`config.mk`:
```
export PLATFORM = sky130hd
export DESIGN_NAME = cntb_ex_stage_multi
export DESIGN_NICKNAME = d
export VERILOG_FILES = /design/src/rtl/cntb_ex_stage_multi.sv
export SDC_FILE = /design/constraint.sdc
export NUM_CORES = 1
export LEC_CHECK = 0
export ABC_AREA = 1
export ABC_CLOCK_PERIOD_IN_PS = 6700
export CORE_MARGIN = 1
export CORE_UTILIZATION = 47
export DETAILED_ROUTE_END_ITERATION = 16
export PLACE_DENSITY = 0.81
export SLEW_MARGIN = 10
export SYNTH_ARGS = -nofsm -noshare
export SYNTH_HDL_FRONTEND = slang
export SYNTH_SLANG_ARGS = --single-unit
```
`constraint.sdc`:
```
create_clock -name clk_i -period 6.7 [get_ports clk_i]
set_input_delay 1.34 -clock clk_i [delete_from_list [all_inputs] [get_ports clk_i]]
set_output_delay 1.34 -clock clk_i [all_outputs]
set_load 0.1 [all_outputs]
```
`src/rtl/cntb_ex_stage_multi.sv`:
```
// -----------------------------------------------------------------------------
// cntb_ex_stage_multi
//
// Purpose:
//   CNTB custom-instruction execute stage on the X-interface issue path.
//   Takes rs0 and a start position (rs1). It counts the run of consecutive
//   bits that equal rs0[pos], walking either toward bit 0 (funct3=000) or
//   toward the MSB (funct3=001). CHUNK bits are examined per EXEC cycle.
//   The run length (1..XLEN) is returned through a valid/ready handshake
//   together with the destination register address instr[11:7].
//
// Configuration macro:
//   CNTB_WRAP_EN - when defined, the scan wraps circularly around the operand.
//                  The only limit is then the total count reaching XLEN.
//                  When undefined, the scan stops hard at bit 0 (down) or
//                  bit XLEN-1 (up), and no wrap logic is built.
//
// Ports:
//   clk_i           clock
//   rst_i           asynchronous reset, active-high
//   issue_valid_i   issue request valid
//   issue_ready_o   stage can take an issue (registered)
//   instr_i         offloaded instruction word
//   rs0_i           operand to scan
//   rs1_i           start position, only [$clog2(XLEN)-1:0] used
//   accept_o        instruction recognised (combinational)
//   writeback_o     instruction writes rd (combinational)
//   result_valid_o  result available (registered)
//   result_ready_i  consumer takes result
//   rd_o            run length, zero-extended (registered)
//   rd_addr_o       destination register instr[11:7] (registered)
// -----------------------------------------------------------------------------
module cntb_ex_stage_multi #(
    parameter int         XLEN   = 32,
    parameter int         CHUNK  = 8,
    parameter logic [6:0] OPCODE = 7'h0B
) (
    input  logic            clk_i,
    input  logic            rst_i,
    input  logic            issue_valid_i,
    output logic            issue_ready_o,
    input  logic [31:0]     instr_i,
    input  logic [XLEN-1:0] rs0_i,
    input  logic [XLEN-1:0] rs1_i,
    output logic            accept_o,
    output logic            writeback_o,
    output logic            result_valid_o,
    input  logic            result_ready_i,
    output logic [XLEN-1:0] rd_o,
    output logic [4:0]      rd_addr_o
);

    localparam int LW = $clog2(XLEN);   // bit-position width
    localparam int CW = LW + 1;         // count width, holds 0..XLEN

    typedef enum logic [1:0] {
        ST_IDLE = 2'b00,
        ST_EXEC = 2'b01,
        ST_DONE = 2'b10
    } state_t;

    state_t          state_r;
    logic [XLEN-1:0] rs0_r;
    logic [LW-1:0]   ptr_r;
    logic            pol_r;
    logic            dir_r;              // 1 = up toward MSB, 0 = down toward bit 0
    logic [CW-1:0]   count_r;
    logic [XLEN-1:0] rd_r;
    logic [4:0]      rd_addr_r;
    logic            issue_ready_r;
    logic            result_valid_r;

    logic [2:0]      funct3_s;
    logic            decode_hit_s;
    logic [LW-1:0]   start_pos_s;
    logic [CW-1:0]   remain_s;
    logic [CW-1:0]   avail_s;
    logic [CW-1:0]   match_cnt_s;
    logic            chunk_full_s;
    logic            exec_last_s;
    logic [CW-1:0]   count_next_s;
    logic [LW-1:0]   ptr_step_s;
    logic            unused_s;

    assign funct3_s     = instr_i[14:12];
    assign decode_hit_s = (instr_i[6:0] == OPCODE) &&
                          ((funct3_s == 3'b000) || (funct3_s == 3'b001));
    assign start_pos_s  = rs1_i[LW-1:0];
    assign accept_o     = issue_valid_i & decode_hit_s;
    assign writeback_o  = issue_valid_i & decode_hit_s;
    assign unused_s     = ^{instr_i[31:15], rs1_i[XLEN-1:LW]};

    // Bits still eligible for counting before the scan limit.
    always_comb begin
        remain_s = '0;
`ifdef CNTB_WRAP_EN
        remain_s = CW'(XLEN) - count_r;
`else
        if (dir_r) begin
            remain_s = CW'(XLEN) - {1'b0, ptr_r};
        end else begin
            remain_s = {1'b0, ptr_r} + CW'(1);
        end
`endif
    end

    // Number of bits examined this cycle: a full chunk or whatever is left.
    always_comb begin
        if (remain_s < CW'(CHUNK)) begin
            avail_s = remain_s;
        end else begin
            avail_s = CW'(CHUNK);
        end
    end

    // Leading-match count over the current chunk. Pointer arithmetic is
    // modulo XLEN; in no-wrap builds avail_s keeps it inside the operand.
    always_comb begin
        logic          run_v;
        logic [LW-1:0] idx_v;
        match_cnt_s = '0;
        run_v       = 1'b1;
        idx_v       = ptr_r;
        for (int i = 0; i < CHUNK; i++) begin
            if (dir_r) begin
                idx_v = ptr_r + LW'(i);
            end else begin
                idx_v = ptr_r - LW'(i);
            end
            if (run_v && (CW'(i) < avail_s) && (rs0_r[idx_v] == pol_r)) begin
                match_cnt_s = match_cnt_s + CW'(1);
            end else begin
                run_v = 1'b0;
            end
        end
    end

    // The scan ends on the first mismatch, or when the chunk consumed the last
    // eligible bit.
    assign chunk_full_s = (match_cnt_s == avail_s);
    assign exec_last_s  = !chunk_full_s || (avail_s == remain_s);
    assign count_next_s = count_r + match_cnt_s;
    assign ptr_step_s   = dir_r ? (ptr_r + LW'(CHUNK)) : (ptr_r - LW'(CHUNK));

    // Control FSM together with the operand latch and the registered outputs.
    always_ff @(posedge clk_i or posedge rst_i) begin
        if (rst_i) begin
            state_r        <= ST_IDLE;
            rs0_r          <= '0;
            ptr_r          <= '0;
            pol_r          <= 1'b0;
            dir_r          <= 1'b0;
            count_r        <= '0;
            rd_r           <= '0;
            rd_addr_r      <= 5'd0;
            issue_ready_r  <= 1'b1;
            result_valid_r <= 1'b0;
        end else begin
            case (state_r)
                ST_IDLE: begin
                    if (issue_valid_i && issue_ready_r && decode_hit_s) begin
                        rs0_r         <= rs0_i;
                        ptr_r         <= start_pos_s;
                        pol_r         <= rs0_i[start_pos_s];
                        dir_r         <= funct3_s[0];
                        rd_addr_r     <= instr_i[11:7];
                        count_r       <= '0;
                        issue_ready_r <= 1'b0;
                        state_r       <= ST_EXEC;
                    end else begin
                        issue_ready_r <= 1'b1;
                    end
                end
                ST_EXEC: begin
                    count_r <= count_next_s;
                    if (exec_last_s) begin
                        rd_r           <= XLEN'(count_next_s);
                        result_valid_r <= 1'b1;
                        state_r        <= ST_DONE;
                    end else begin
                        ptr_r <= ptr_step_s;
                    end
                end
                ST_DONE: begin
                    if (result_ready_i) begin
                        result_valid_r <= 1'b0;
                        issue_ready_r  <= 1'b1;
                        state_r        <= ST_IDLE;
                    end else begin
                        result_valid_r <= 1'b1;
                    end
                end
                default: begin
                    result_valid_r <= 1'b0;
                    issue_ready_r  <= 1'b1;
                    state_r        <= ST_IDLE;
                end
            endcase
        end
    end

    assign issue_ready_o  = issue_ready_r;
    assign result_valid_o = result_valid_r;
    assign rd_o           = rd_r;
    assign rd_addr_o      = rd_addr_r;

endmodule

```
==> flow_summary.ini <==
[finish]
syn_to_final_growth_pct = 23.53
insertedDiodeCount = 0
fin_nets = 1164
drive_gt1_share_pct = 14.01

[global_routing]
grt_antenna_before_repair = 0
grt_pass1_wl_um = 28430
grt_overflow = 0
grt_pass1_vias = 6079
grt_max_degree = 61
track_usage_pct = 26.87

[worst_hold_path]
hold_end = rd_addr_o[1]
holdPathStages = 2
hold_start = rd_addr_o[1]
hp-class = register to register

[sta]
setup-tns-final_ps = 0
hold_viol = 0
drv_slew = 0
relSlewSlack_pct = 33.79
setup_viol = 0
finalCriticalPeriod_ps = 6417
clock.fmax_mhz = 155.8
timing.hold.ws_ps = 487.1
period_share_pct = 95.78
tightest_slew_ps = 990.0
finClkSkew_ps = 4.194

[clock_network]
holdBufCountCts = 0
clk_latency_ps = 330
htree_levels = 3
cts-root-buf = clkbuf_16
clockBufferDepth = 2
tritoncts = done
clk_pin_slew_ps = 50
numCtsBuffers = 9
cts.sinks = 60

[logic_synthesis]
ys_ff_latch = 60
synth-edff-count = 0
yosys.cell_types.count = 47
yosys_most_used_dff = dfrtp_1
yosysWarnings = 0
syn_area_mm2 = 0.006041
avgSynthCellArea_um2 = 6.332
syn_inst = 954
async_reset_ff_share_pct = 100.0
yosysSeqAreaShare_pct = 24.88

[worst_setup_path]
cp-end-kind = register
timing.rr.start = ptr_r[1]
cp-start-kind = register
crit_required_ps = 6890
r2r_slack_ps = 280
cp.buffers_inverters = 7
crit_top_cell = nand2_2
path_class = register to register
r2r_end = count_r[5]
reg2reg_depth = 45
critPathMaxStageDelay_ps = 660
arrival_ps = 6600
cp_max_fo = 8
crit_family = adder cells
crit_slowest_cell = fa_2

[die]
io_pins = 141
die_x_um = 115.4
rows = 41
core_area_mm2 = 0.01257
start_util_pct = 48.06
die_area_mm2 = 0.01331
fp.dieH_um = 115.4

[status]
status = completed

[routing]
drt_iter0_drc = 489
ant_nets = 0
drt_pass1_iterations = 6
wire_per_inst_um = 13.95
vias = 6688
drc_errors = 0
vias_per_cell = 5.509
drt-total-wl_um = 16930

[place]
place.gp.congestion = 0.9320
portBuffers = 70
place_hpwl_um = 12630

[power]
vdd_drop_max_uv = 210.6
leakagePower_uw = 0.003666
p_per_area_mw_per_mm2 = 259.2

[job]
drv_cap = 0
## Yosys cell counts (9+ instances only)
cell type	count	area, µm²
ha_1	21	262.8
buf_4	32	240.2
buf_2	10	50.05
nor2_2	9	56.30
clkbuf_1	12	45.04
nor2_1	34	127.6
inv_2	17	63.81
nand2_2	9	56.30
dfrtp_1	59	1476
xor2_1	17	148.9
a21oi_1	20	100.1
inv_1	61	229.0
nand2_1	347	1303
o21ai_0	39	195.2
nand3_1	166	830.8
o22ai_1	12	75.07
o21ai_1	13	65.06
## sequential cells by signal (all words and copies together), names as in the netlist
register / count
rs0_r: 32
count_r: 6
rd_o: 6
ptr_r: 5
rd_addr_o: 5
state_r: 2
dir_r: 1
issue_ready_o: 1
pol_r: 1
result_valid_o: 1
## timing repair
item	CTS	global route
setup buffers	1	4
cloned	0	0
pin swaps	4	26
endpoints found under the setup margin	4	19
gates resized for setup	10	38
endpoints found under the hold margin	0	0
## layout by cell type (no fill, tap or decap), types with 3 or more instances in the layout
master	netlist	layout
xor2_1	17	16
nand2_1	347	335
inv_1	61	54
nor3_1	5	5
ha_1	21	13
o21ai_0	39	38
nand2_2	9	19
buf_4	32	31
nand2_4	5	7
nand4_1	6	6
dfrtp_1	59	59
o22ai_1	12	12
a21oi_2	3	5
clkdlybuf4s50_1	0	70
a31oi_1	3	3
ha_4	0	7
inv_2	17	23
o211ai_1	5	5
a21oi_1	20	17
nand3b_1	6	6
nor2_4	5	5
nor2_2	9	11
clkbuf_16	0	9
fa_1	6	4
conb_1	1	26
nand3_1	166	163
nand3_2	5	8
o21ai_1	13	13
nor2_1	34	32
## layer usage
layer	global-route usage [%]	wire length (µm)	share of wire, %	up-vias
met1	36.94	7449	44	3085
met5	0	0	0	-
met2	43.19	7914	47	292
met3	3.743	1091	6.4	49
met4	9.437	478	2.8	0
li1	-	-	-	3262
## report_power, final
| group | internal [µW] | switching, µW |
|---|---|---|
| sequential | 400 | 35.2 |
| combinational | 337 | 696 |
| clock | 297 | 169 |
## cells by family (layout without fill, tap and decap cells)
group | count (synthesis) | count (layout) | share of synthesized area [%]
XOR/XNOR | 20 | 20 | 2.900
AND/OR/NAND/NOR | 604 | 604 | 44.70
adder cells (fa/ha/maj) | 27 | 27 | 6.338
other | 1 | 26 | 0.06208
buffers and inverters | 136 | 199 | 11.02
AO/OA/AOI/OAI | 106 | 106 | 10.11
flip-flops | 60 | 60 | 24.88
## layout make-up
class	count	area [µm²]
repair buffers	104	975.9
clock inverters	6	63.81
fillers	1126	5106
clock buffers	10	239.0
inverters	79	299.0
well taps	172	215.2
multi-input cells	783	4167
flip-flops and latches	60	1503
## worst reg2reg max path: cells and delay by family (launching register included)
kind	cells	cell delay [ps]
AND/OR/NAND/NOR	23	1890
flip-flops	1	410
AO/OA/AOI/OAI	5	880
XOR/XNOR	2	390
adder cells (fa/ha/maj)	8	2220
buffers and inverters	7	500
## metrics by stage
step,std cells,utilization (%),power [µW],setup WS (ps),area [µm²]
final,1214,59.37,1934,282.7,7462
after global routing,1214,59.37,2065,-38.90,7462
after CTS,1210,57.84,1883,3.315,7269
after detailed placement,1193,55.01,1402,-248.8,6914
after global placement,1193,55.01,1382,-26.73,6914
after floorplan,979,-,1175,8.346,6137
## worst max-delay path by stage
stage | from | to | slack, ps | depth (start not counted)
3_3_place_gp | ptr_r[1] | count_r[5] | -30 | 45
3_5_place_dp | ptr_r[1] | count_r[5] | -250 | 45
5_1_grt | ptr_r[1] | count_r[5] | -40 | 45
2_1_floorplan | ptr_r[1] | count_r[5] | 8 | 47
6_report | ptr_r[1] | count_r[5] | 280 | 45
4_1_cts | ptr_r[1] | count_r[5] | 3 | 46
Power figures use the tool's default switching activity.
